## src/rtl/fetch_ctrl.sv

```systemverilog
// Byte-serial instruction fetch: assembles 32-bit little-endian words from four
// single-byte memory reads and presents them to decode with a hold/redirect protocol.
module fetch_ctrl (
  input  logic        clk,
  input  logic        rst,
  input  logic        rdy,
  input  logic        stall_i,
  input  logic        branch_flag_i,
  input  logic [31:0] branch_addr_i,
  output logic        mem_req_o,
  output logic [31:0] mem_addr_o,
  input  logic        mem_gnt_i,
  input  logic        mem_dvalid_i,
  input  logic [7:0]  mem_data_i,
  output logic        if_valid_o,
  output logic [31:0] if_inst_o,
  output logic [31:0] if_pc_o
);

  typedef enum logic [2:0] {
    IDLE  = 3'd0,
    REQ   = 3'd1,
    WAIT  = 3'd2,
    DONE  = 3'd3,
    FLUSH = 3'd4
  } state_t;

  state_t      state;
  logic [31:0] pc;
  logic [1:0]  cnt;
  logic [23:0] inst_buf;
  logic [31:0] br_pc;

  assign br_pc = {branch_addr_i[31:2], 2'b00};

  // NOTE: every register here is updated with non-blocking assignments so that
  // all branches read pre-edge values of pc/cnt/state regardless of statement order.
  always_ff @(posedge clk) begin
    if (rst) begin
      state      <= IDLE;
      pc         <= '0;
      cnt        <= '0;
      inst_buf   <= '0;
      mem_req_o  <= 1'b0;
      mem_addr_o <= '0;
      if_valid_o <= 1'b0;
      if_inst_o  <= '0;
      if_pc_o    <= '0;
    end else if (rdy) begin
      // Request is dropped unless the next state is REQ.
      mem_req_o <= 1'b0;
      if (branch_flag_i) begin
        pc         <= br_pc;
        cnt        <= '0;
        if_valid_o <= 1'b0;
        // A granted or in-flight byte must still be drained before re-requesting.
        if (state == WAIT || state == FLUSH || (state == REQ && mem_gnt_i)) begin
          state <= FLUSH;
        end else begin
          state      <= REQ;
          mem_req_o  <= 1'b1;
          mem_addr_o <= br_pc;
        end
      end else begin
        case (state)
          IDLE: begin
            state      <= REQ;
            mem_req_o  <= 1'b1;
            mem_addr_o <= pc;
          end
          REQ: begin
            if (mem_gnt_i) state <= WAIT;
            else           mem_req_o <= 1'b1;
          end
          WAIT: begin
            if (mem_dvalid_i) begin
              if (cnt == 2'd3) begin
                state      <= DONE;
                cnt        <= '0;
                if_valid_o <= 1'b1;
                if_inst_o  <= {mem_data_i, inst_buf};
                if_pc_o    <= pc;
              end else begin
                case (cnt)
                  2'd0:    inst_buf[7:0]   <= mem_data_i;
                  2'd1:    inst_buf[15:8]  <= mem_data_i;
                  default: inst_buf[23:16] <= mem_data_i;
                endcase
                cnt        <= cnt + 2'd1;
                state      <= REQ;
                mem_req_o  <= 1'b1;
                mem_addr_o <= pc + 32'(cnt) + 32'd1;
              end
            end
          end
          DONE: begin
            if (!stall_i) begin
              pc         <= pc + 32'd4;
              if_valid_o <= 1'b0;
              state      <= REQ;
              mem_req_o  <= 1'b1;
              mem_addr_o <= pc + 32'd4;
            end
          end
          FLUSH: begin
            // The stale byte is swallowed; pc/cnt already point at the redirect target.
            if (mem_dvalid_i) begin
              state      <= REQ;
              mem_req_o  <= 1'b1;
              mem_addr_o <= pc;
            end
          end
          default: state <= IDLE;
        endcase
      end
    end
  end

endmodule

```

## config.mk

```make
export PLATFORM = sky130hd
export DESIGN_NAME = fetch_ctrl
export DESIGN_NICKNAME = d
export VERILOG_FILES = /design/src/rtl/fetch_ctrl.sv
export SDC_FILE = /design/constraint.sdc
export NUM_CORES = 1
export LEC_CHECK = 0
export CORE_MARGIN = 8
export CORE_UTILIZATION = 45
export CTS_BUF_LIST = sky130_fd_sc_hd__clkbuf_8
export DETAILED_ROUTE_END_ITERATION = 10
export DONT_BUFFER_PORTS = 1
export HOLD_SLACK_MARGIN = 0.02
export SLEW_MARGIN = 10
export SYNTH_ARGS = -nofsm -noshare
export SYNTH_HDL_FRONTEND = slang
export SYNTH_SLANG_ARGS = --single-unit
```

## constraint.sdc

```tcl
create_clock -name clk -period 7.43 [get_ports clk]
set_input_delay 0.743 -clock clk [delete_from_list [all_inputs] [get_ports clk]]
set_output_delay 0.743 -clock clk [all_outputs]
set_load 0.02 [all_outputs]
```

==> impl_metrics.ini <==
[hold_path]
min_from = rst
min_path_type = in -> reg

[clocking]
cts_buffers = 17
clock-root-buffer = clkbuf_8
cts_hold_buffers = 0
clk_path_buf_depth = 2
ctsResizeCount = 0
cts_tree = done
path_clk_slew_ns = 0.10
clock-sinks = 155
clk-insertion-delay-late_ns = 0.47
cts-htree-levels = 4
postCtsSetupBuffers = 0

[setup_path]
cp.required_ns = 7.78
crit_fanout = 26
crit_type = reg -> reg
worstPathArrival_ns = 3.77
r2r_start = state[1]$_SDFFE_PP0P_
startpoint_type = flip-flop
cp-end-kind = flip-flop
crit_path_start = state[1]$_SDFFE_PP0P_

[route]
vias = 6920
drt_iter0_markers = 618
wl_um = 23700
vias_per_cell = 5.89
firstDrtPassIters = 5
postRouteAntennaNets = 0
wl_per_cell_um = 20.1
drcViolationCount = 0

[die]
coreArea_um2 = 16600
num_rows = 47
die_w_um = 146
die-area_um2 = 21400
io_pins = 145
start_util_pct = 45.9
die_y_um = 146

[sta]
hold_slack_ns = 0.362
tns_ns = 0
setup_ws_ns = 4.01
finalSetupViolations = 0
slew-limit-headroom_pct = 31.9
hold_violations = 0
period_minus_slack_ns = 3.42
finalCritPeriodShare_pct = 46.1
final_max_slew_viol_count = 0
grt_setup_unrepaired = no
worstMarginPinSlew_ns = 1.01
skew_ns = 0.0232
fmax_ghz = 0.292

[grt]
grt_max_degree = 159
antenna_found_initial = 1
grt_pass1_vias = 6196
grt_pass1_wl_um = 36400
grt_overflow_total = 0
grt.total_usage_pct = 21.3

[synthesis]
synthArstFlopShare_pct = 0
ys_ff_latch = 155
yosysUniqueCellTypes = 61
syn_area_um2 = 7620
synth-edff-count = 0
yosysWarnings = 0
synth_ff_type = dfxtp_1
avgSynthCellArea_um2 = 7.54
postSynthCellCount = 1011
seq_area_frac_synth_pct = 40.7

[pwr]
power_density_nw_per_um2 = 208
power.leakage_nw = 2.48
peakVddDrop_mv = 0.116

[cells_and_area]
drive_gt1_share_pct = 5.66
antenna_cells = 0
area_delta_synth_final_pct = 4.55
nFillCells = 1746
nets = 994

[placement]
gp_congestion = 0.848
port_buffers = 0
dp_slack_ns = 4.12
hpwl_um = 15800

[job]
maxCapViolCount = 0

[status]
status = finished, final reports clean
## registers in the layout, indices dropped and copies added (netlist names)
register	count
cnt	2
if_inst_o	32
if_pc_o	30
if_valid_o	1
inst_buf	24
mem_addr_o	32
mem_req_o	1
pc	30
state	3
## metal layers
metal	routed length [um]	global-route usage, %	vias to the layer above
li1	-	-	3378
met1	10300	27.4	3298
met2	11000	33.3	220
met3	2050	7.08	22
met4	309	5.98	2
met5	13	0	-
## layout by cell type (no fill, tap or decap), types with 15 or more instances in the layout
cell,count
nand4_1,20
a21oi_1,134
dfxtp_1,155
mux2i_1,20
xnor2_1,22
nor3_1,31
nand3_1,33
o21ai_0,44
nand2_1,205
nand2b_1,15
clkbuf_8,17
nor2_1,72
## synthesized netlist by cell type (all sizes together) (6+ instances only)
cell type,number,area share [%]
a21oi,134,8.8
o21ai,45,3.0
dfxtp,155,41
nand2,206,10
ha,6,0.99
nor4,15,1.5
nand3,34,2.3
o31ai,12,1.2
nand2b,15,1.2
inv,10,0.49
xnor2,22,2.5
a31oi,9,0.74
o211ai,12,1.2
a211oi,7,0.69
nor2,72,3.5
clkbuf,63,3.1
and3,6,0.49
nand4,21,1.9
buf,36,2.4
mux2i,20,2.6
a22oi,14,1.4
nor3,31,2.0
## worst paths after layout
check | endpoint | slack, ns | cells after the start
max | mem_addr_o[25]$_SDFFE_PP0P_ | 4.01 | 6
min | if_pc_o[28]$_SDFFE_PP0P_ | 0.36 | 1
max reg2reg | mem_addr_o[25]$_SDFFE_PP0P_ | 4.01 | 6
min reg2reg | if_inst_o[23]$_SDFFE_PP0P_ | 0.44 | 2
## per-stage QoR
step | util, % | cells | cell area [um2] | total power [mW]
after global routing | 48.0 | 1174 | 7970 | 1.73
after detailed placement | 45.6 | 1142 | 7560 | 1.03
after CTS | 48.0 | 1174 | 7970 | 1.67
final | 48.0 | 1174 | 7970 | 1.66
after floorplan | - | 1012 | 7620 | 1.02
after global placement | 45.6 | 1142 | 7560 | 1.03
## logic make-up (layout without fill, tap and decap cells)
family | count (synthesis) | in the layout | synth area share, %
fa+ha+maj | 6 | 6 | 0.985
xor+xnor | 26 | 26 | 2.99
compound gates | 267 | 267 | 20.8
flops | 155 | 155 | 40.7
other cells | 1 | 2 | 0.0492
simple gates | 426 | 426 | 25.7
buf+inv | 110 | 52 | 6.09
mux | 20 | 20 | 2.63
## report_power, final
group          leakage [nW]  total (mW)  switching, mW  internal [mW]
sequential             1.26       0.903         0.0512          0.852
clock                 0.199       0.643          0.387          0.257
combinational          1.02       0.111         0.0669         0.0442
## critical path: stages, from the launching register on
cell and delay, ns:
dfxtp_1 0.58, nand2b_1 0.43, o41ai_1 0.92, nand3b_1 0.53, buf_4 0.42, nor4_1 0.09
a311o_1 0.31
## layout make-up
class / instances / area (um2) / share of cell area [%]
multi-input cells: 747 / 4070 / 51.1
repair buffers: 9 / 67.6 / 0.848
clock inverters: 15 / 176 / 2.21
well taps: 220 / 275 / 3.46
flip-flops and latches: 155 / 3100 / 39.0
inverters: 11 / 41.3 / 0.518
clock buffers: 17 / 234 / 2.94
(Power assumes the default switching activity.)
